==> config.mk <==
export PLATFORM = sky130hd
export DESIGN_NAME = if_fetch_unit
export DESIGN_NICKNAME = d
export VERILOG_FILES = /design/src/rtl/if_fetch_unit.sv
export SDC_FILE = /design/constraint.sdc
export NUM_CORES = 1
export LEC_CHECK = 0
export ABC_CLOCK_PERIOD_IN_PS = 6660
export CAP_MARGIN = 5
export CORE_MARGIN = 5
export CORE_UTILIZATION = 50
export CTS_BUF_LIST = sky130_fd_sc_hd__clkbuf_8
export CTS_CLUSTER_SIZE = 28
export DETAILED_ROUTE_END_ITERATION = 12
export PLACE_DENSITY = 0.87
export SLEW_MARGIN = 20
export SYNTH_ARGS = -nofsm -noshare
export SYNTH_HDL_FRONTEND = slang
export SYNTH_SLANG_ARGS = --single-unit
==> constraint.sdc <==
create_clock -name CLK -period 6.66 [get_ports CLK]
set_clock_uncertainty 0.2 [all_clocks]
set_input_delay 0.666 -clock CLK [delete_from_list [all_inputs] [get_ports CLK]]
set_output_delay 0.666 -clock CLK [all_outputs]
set_load 0.05 [all_outputs]
==> src/rtl/if_fetch_unit.sv <==
// Instruction-fetch front end: PC, one-cycle imem read, {inst, PC+4} queue, redirect and halt.
// Define FETCH_PERF_CNT_EN to add the fetch_count / stall_cycles performance counters.

module if_fetch_unit #(
    parameter logic [31:0] RESET_PC = 32'h0000_0000,
    parameter int unsigned DEPTH    = 2
) (
    input  logic        CLK,
    input  logic        RST,
    output logic        imem_req,
    output logic [31:0] imem_addr,
    input  logic [31:0] imem_rdata,
    input  logic        redirect,
    input  logic [31:0] redirect_pc,
    output logic [31:0] inst,
    output logic [31:0] PCplus4,
    output logic        inst_valid,
    input  logic        id_ready,
    output logic        halted
`ifdef FETCH_PERF_CNT_EN
    ,
    output logic [31:0] fetch_count,
    output logic [31:0] stall_cycles
`endif
);

    localparam int unsigned PtrW     = (DEPTH > 2) ? $clog2(DEPTH) : 1;
    localparam int unsigned CntW     = PtrW + 1;
    localparam logic [31:0] HaltWord = 32'hFFFF_FFFF;

    // Architectural state
    logic [31:0]     pc_q, pc_d;
    logic            inflight_q, inflight_d;
    logic [31:0]     inflight_pc_q, inflight_pc_d;
    logic            squash_q, squash_d;
    logic            halted_q, halted_d;
    logic [CntW-1:0] occ_q, occ_d;
    logic [PtrW-1:0] rd_ptr_q, rd_ptr_d;
    logic [PtrW-1:0] wr_ptr_q, wr_ptr_d;

    // Queue storage
    logic [31:0] inst_mem_q [DEPTH];
    logic [31:0] pc4_mem_q  [DEPTH];

    // Handshake and issue decisions
    logic          pop;
    logic          push;
    logic          halt_pending;
    logic          room;
    logic [CntW:0] load;

    assign inst_valid = (occ_q != '0);
    assign pop        = inst_valid & id_ready;

    // The word returning this cycle belongs to last cycle's request; a redirect discards it.
    assign push         = inflight_q & ~squash_q & ~redirect & ~RST;
    assign halt_pending = push & (imem_rdata == HaltWord);

    // Slots already claimed (queued + in flight) once this cycle's pop is accounted for.
    assign load = {1'b0, occ_q} + (CntW + 1)'(inflight_q) - (CntW + 1)'(pop);
    assign room = (load < (CntW + 1)'(DEPTH));

    assign imem_req  = ~RST & ~redirect & ~halted_q & ~halt_pending & room;
    assign imem_addr = pc_q;

    assign halted = halted_q;

    always_comb begin
        inst    = '0;
        PCplus4 = '0;
        if (inst_valid) begin
            inst    = inst_mem_q[rd_ptr_q];
            PCplus4 = pc4_mem_q[rd_ptr_q];
        end
    end

    always_comb begin
        pc_d          = pc_q;
        inflight_d    = 1'b0;
        inflight_pc_d = inflight_pc_q;
        squash_d      = 1'b0;
        halted_d      = halted_q | halt_pending;
        occ_d         = occ_q + CntW'(push) - CntW'(pop);
        rd_ptr_d      = pop  ? rd_ptr_q + 1'b1 : rd_ptr_q;
        wr_ptr_d      = push ? wr_ptr_q + 1'b1 : wr_ptr_q;

        if (imem_req) begin
            pc_d          = pc_q + 32'd4;
            inflight_d    = 1'b1;
            inflight_pc_d = pc_q;
        end

        if (redirect) begin
            pc_d       = redirect_pc & ~32'h3;
            inflight_d = 1'b0;
            squash_d   = 1'b1;
            halted_d   = 1'b0;
            occ_d      = '0;
            rd_ptr_d   = '0;
            wr_ptr_d   = '0;
        end
    end

    always_ff @(posedge CLK) begin
        if (RST) begin
            pc_q          <= RESET_PC;
            inflight_q    <= 1'b0;
            inflight_pc_q <= '0;
            squash_q      <= 1'b0;
            halted_q      <= 1'b0;
            occ_q         <= '0;
            rd_ptr_q      <= '0;
            wr_ptr_q      <= '0;
        end else begin
            pc_q          <= pc_d;
            inflight_q    <= inflight_d;
            inflight_pc_q <= inflight_pc_d;
            squash_q      <= squash_d;
            halted_q      <= halted_d;
            occ_q         <= occ_d;
            rd_ptr_q      <= rd_ptr_d;
            wr_ptr_q      <= wr_ptr_d;
        end
    end

    // Payload needs no reset: the outputs are masked while the queue is empty.
    always_ff @(posedge CLK) begin
        if (push) begin
            inst_mem_q[wr_ptr_q] <= imem_rdata;
            pc4_mem_q[wr_ptr_q]  <= inflight_pc_q + 32'd4;
        end
    end

`ifdef FETCH_PERF_CNT_EN
    logic [31:0] fetch_count_q;
    logic [31:0] stall_cycles_q;

    always_ff @(posedge CLK) begin
        if (RST) begin
            fetch_count_q  <= '0;
            stall_cycles_q <= '0;
        end else begin
            if (pop) begin
                fetch_count_q <= fetch_count_q + 32'd1;
            end
            if (inst_valid && !id_ready) begin
                stall_cycles_q <= stall_cycles_q + 32'd1;
            end
        end
    end

    assign fetch_count  = fetch_count_q;
    assign stall_cycles = stall_cycles_q;
`endif

    assert property (@(posedge CLK) disable iff (RST)
        !(push && (occ_q == CntW'(DEPTH)) && !pop));

endmodule

==> results_tabular.tex <==
\begin{tabular}{lr}
\hline
Metric & Value \\
\hline
\multicolumn{2}{l}{\textbf{STA}} \\
Aggregate negative setup slack & 0 ns \\
Period Utilization, post-route & about four fifths \\
Final hold viol count & 0 \\
Max transition margin & 26.5\% \\
Slew @ Worst Pin & 1.10 ns \\
Maximum clock frequency & roughly 0.19 GHz \\
Crit path time final & approximately 5.4 ns \\
Max Transition Viols Final & 0 \\
Setup repair after global routing missed its margin & no \\
Final setup violating endpoints & 0 \\
\multicolumn{2}{l}{\textbf{Power and ir drop}} \\
Leakage Power & 3.52 nW \\
Power density over cell area & between 200 and 250 nW/um\^{}2 \\
Post-route total power & $\sim$2.3 mW \\
Largest voltage drop on the vdd net & $\sim$0.00014 V \\
\multicolumn{2}{l}{\textbf{Detailed routing}} \\
Number of remaining DRC errors & 0 \\
Remaining number of nets flagged by the antenna check after routing & 0 \\
Detailed-route wire length per cell & between 15 and 20 um \\
Vias per std cell & between 5 and 6 \\
DR iter-0 viols & approximately 650 \\
Via total after detailed routing & 6,772 \\
Total wire length & approximately 22,000 um \\
Number of detailed-route iterations in the first pass & 6 \\
\multicolumn{2}{l}{\textbf{Logic synthesis}} \\
Syn\_area\_per\_cell & 11.1 sq um \\
Number of flops mapped to enable cells by yosys & $\sim$120 \\
Synthesized flop and latch total & about 190 \\
Post-synthesis instance area & 8710 sq um \\
Cells after Synth & approximately 800 \\
Sequential cell area fraction in the yosys report & between 50\% and 60\% \\
Library cells used by synthesis & 53 \\
Fraction of registers with async set or reset after synthesis & 0\% \\
Top FF cell, synth & sky130\_fd\_sc\_hd\_\_edfxtp\_1 \\
Yosys warns & 0 \\
\multicolumn{2}{l}{\textbf{Status}} \\
Outcome & complete, no violations \\
\multicolumn{2}{l}{\textbf{Setup path}} \\
Maximum fanout encountered on the critical timing path & 63 \\
FF-to-FF setup slack & roughly 2.0 ns \\
Start-to-end type of the worst setup path & flip-flop to output pin \\
Type of element launching the critical path & flip-flop \\
Required time of the worst setup path & approximately 5.8 ns \\
CP Data Arrival Time & 4.51 ns \\
Worst R2R End & imem\_addr[6] \\
Worst r2r src & occ\_q[1] \\
Origin of the worst setup path & occ\_q[1] \\
Number of cells on the worst reg-to-reg path & 12 \\
Endpoint class of the critical path & output pin \\
Termination of the worst setup path & imem\_req \\
\multicolumn{2}{l}{\textbf{Floorplan}} \\
Floorplan Core Area & roughly 17,000 sq um \\
Overall die width & around 140 um \\
Initial core utilization & $\sim$50\% \\
Site Rows & 48 \\
Height of the die & around 140 um \\
I/O Pins & approximately 170 \\
Die outline area & between 20,000 and 25,000 sq um \\
\multicolumn{2}{l}{\textbf{Cells and area}} \\
Finished layout cell area & between 10,000 and 15,000 sq um \\
Number of fill cells in the layout & approximately 1,400 \\
Leading cell types in the layout, fill and taps excluded & 159 x sky130\_fd\_sc\_hd\_\_clkdlybuf4s50\_1, 124 x sky130\_fd\_sc\_hd\_\_edfxtp\_1, 100 x sky130\_fd\_sc\_hd\_\_nor2\_1, 67 x sky130\_fd\_sc\_hd\_\_dfxtp\_1, 62 x sky130\_fd\_sc\_hd\_\_mux2i\_1 \\
Count of antenna diodes in the layout & 0 \\
Area added between synthesis and finish & 24.3\% \\
Most frequent standard cell in the layout excluding fill and tap cells & sky130\_fd\_sc\_hd\_\_clkdlybuf4s50\_1 \\
Final nets & a little under 1,000 \\
Share of final-layout standard cells stronger than drive strength 1 & 5.68\% \\
\multicolumn{2}{l}{\textbf{Global routing}} \\
Global-route wire length before repair & 34,500 um \\
Final global-route overflow total & 0 \\
Number of antenna violations at the first check in global routing & 0 \\
Overall fraction of global-route tracks in use & 21.8\% \\
Vias in the first global route & about 6,600 \\
Pin count of the biggest net entering global routing & 64 \\
\multicolumn{2}{l}{\textbf{Clock network}} \\
Total setup buffers inserted after CTS & 0 \\
Resized Gates After CTS & 0 \\
Post-cts hold buffer count & 0 \\
Sink Count & 192 \\
CTS buffer count & 17 \\
Clock Latency Late Sink & between 0.4 and 0.5 ns \\
Clock tree root buffer cell & sky130\_fd\_sc\_hd\_\_clkbuf\_8 \\
H-tree depth reported by CTS & 4 \\
Clock tree from TritonCTS & yes \\
Number of buffers on the longest clock path & 2 \\
Clock-pin transition on the worst setup and hold timing paths & roughly 0.11 ns \\
\multicolumn{2}{l}{\textbf{Hold path}} \\
Path category of the worst min-delay check & flip-flop to flip-flop \\
\multicolumn{2}{l}{\textbf{Placement}} \\
Final RePlAce weighted congestion & 0.881 \\
Number of buffers inserted by port buffering & 160 \\
DPL Wire Length & 14,900 um \\
Placement Cell Area & roughly 10,000 sq um \\
\multicolumn{2}{l}{\textbf{Flow run}} \\
Max-Cap Viols & 0 \\
\hline
\end{tabular}
[how the worst min path moves through the flow]
| stage | startpoint | to | slack, ns | depth (start not counted) |
|---|---|---|---|---|
| detailed placement | inflight_pc_q[31] | inflight_pc_q[31] | 0.29 | 2 |
| global route | inflight_pc_q[30] | inflight_pc_q[30] | 0.32 | 2 |
| CTS | inflight_pc_q[31] | inflight_pc_q[31] | 0.30 | 2 |
| global placement | inflight_pc_q[30] | inflight_pc_q[30] | 0.28 | 2 |
| floorplan | inflight_pc_q[30] | inflight_pc_q[30] | 0.26 | 2 |
| finish | inflight_pc_q[31] | inflight_pc_q[31] | 0.30 | 2 |
[cells in the mapped netlist, types with 14 or more instances]
| master | number | area [sq um] |
|---|---|---|
| sky130_fd_sc_hd__a21oi_1 | 34 | 170 |
| sky130_fd_sc_hd__and3_1 | 17 | 106 |
| sky130_fd_sc_hd__and4_1 | 14 | 123 |
| sky130_fd_sc_hd__clkbuf_1 | 35 | 131 |
| sky130_fd_sc_hd__dfxtp_1 | 68 | 1360 |
| sky130_fd_sc_hd__edfxtp_1 | 124 | 3720 |
| sky130_fd_sc_hd__inv_1 | 19 | 71.3 |
| sky130_fd_sc_hd__mux2i_1 | 62 | 621 |
| sky130_fd_sc_hd__nand2_1 | 26 | 97.6 |
| sky130_fd_sc_hd__nand3_1 | 61 | 305 |
| sky130_fd_sc_hd__nand4_1 | 21 | 131 |
| sky130_fd_sc_hd__nor2_1 | 103 | 387 |
| sky130_fd_sc_hd__o21ai_0 | 33 | 165 |
| sky130_fd_sc_hd__xnor2_1 | 29 | 254 |
[final cells by class]
cell class,count,area (sq um),area share (%)
Multi-Input combinational cell,520,3320,30.7
Inverter,19,71.3,0.659
Clock inverter,15,149,1.38
Sequential cell,192,5090,47.0
Clock buffer,17,234,2.16
Timing Repair Buffer,170,1670,15.5
Tap cell,225,282,2.60
[kinds of logic (layout without fill, tap and decap cells)]
| kind of cell | after synthesis | count (layout) | synth area share [%] |
|---|---|---|---|
| other cells | 1 | 4 | 0.0431 |
| flops | 192 | 192 | 58.4 |
| compound gates | 117 | 117 | 8.46 |
| simple gates | 295 | 295 | 17.6 |
| fa+ha+maj | 6 | 6 | 0.948 |
| xor+xnor | 36 | 36 | 3.62 |
| buf+inv | 77 | 221 | 3.82 |
| mux | 62 | 62 | 7.13 |
[worst max-delay path, stage by stage, from the launching register on]
cell and delay, ns:
sky130_fd_sc_hd__dfxtp_1 0.40, sky130_fd_sc_hd__nor2_4 0.09, sky130_fd_sc_hd__buf_4 0.52, sky130_fd_sc_hd__inv_1 0.12
sky130_fd_sc_hd__and2_1 0.25, sky130_fd_sc_hd__ha_1 0.28, sky130_fd_sc_hd__nand2b_1 0.16, sky130_fd_sc_hd__fa_1 0.47
sky130_fd_sc_hd__nor4b_2 0.32, sky130_fd_sc_hd__nand2_1 0.12, sky130_fd_sc_hd__buf_4 0.28, sky130_fd_sc_hd__nor2_1 0.14
sky130_fd_sc_hd__clkdlybuf4s50_1 0.86
[registers in the layout, summed over array words and instances (netlist names), named ones only]
register       count
inflight_pc_q     30
occ_q              2
rd_ptr_q           1
wr_ptr_q           1
pc4_mem_q         60
squash_q           1
inflight_q         1
inst_mem_q        64
imem_addr         30
halted             1
[power breakdown]
part,leakage (nW),internal (mW),switching [mW]
Combinational,1.57,0.0902,0.138
Sequential,1.76,1.29,0.0344
Clock,0.191,0.307,0.431
Total,3.52,1.68,0.603
[metrics by stage]
stage / instances / hold WS, ns / util (%) / worst slack (ns)
after CTS: 1158 / 0.298 / 63.0 / 1.21
after floorplan: 789 / 0.259 / - / 1.91
final: 1158 / 0.301 / 63.0 / 1.28
after global routing: 1158 / 0.321 / 63.0 / 0.978
after detailed placement: 1126 / 0.285 / 60.8 / 1.75
after global placement: 1126 / 0.276 / 60.8 / 1.85
[metal layers]
metal | up-vias | part of all wire, % | GRT usage [%]
met2 | 333 | 48 | 35.1
met5 | - | 0 | 0
met4 | 0 | 4.2 | 9.95
met3 | 69 | 7.6 | 5.04
li1 | 3171 | - | -
met1 | 3199 | 41 | 28.4
(Power assumes the default switching activity.)
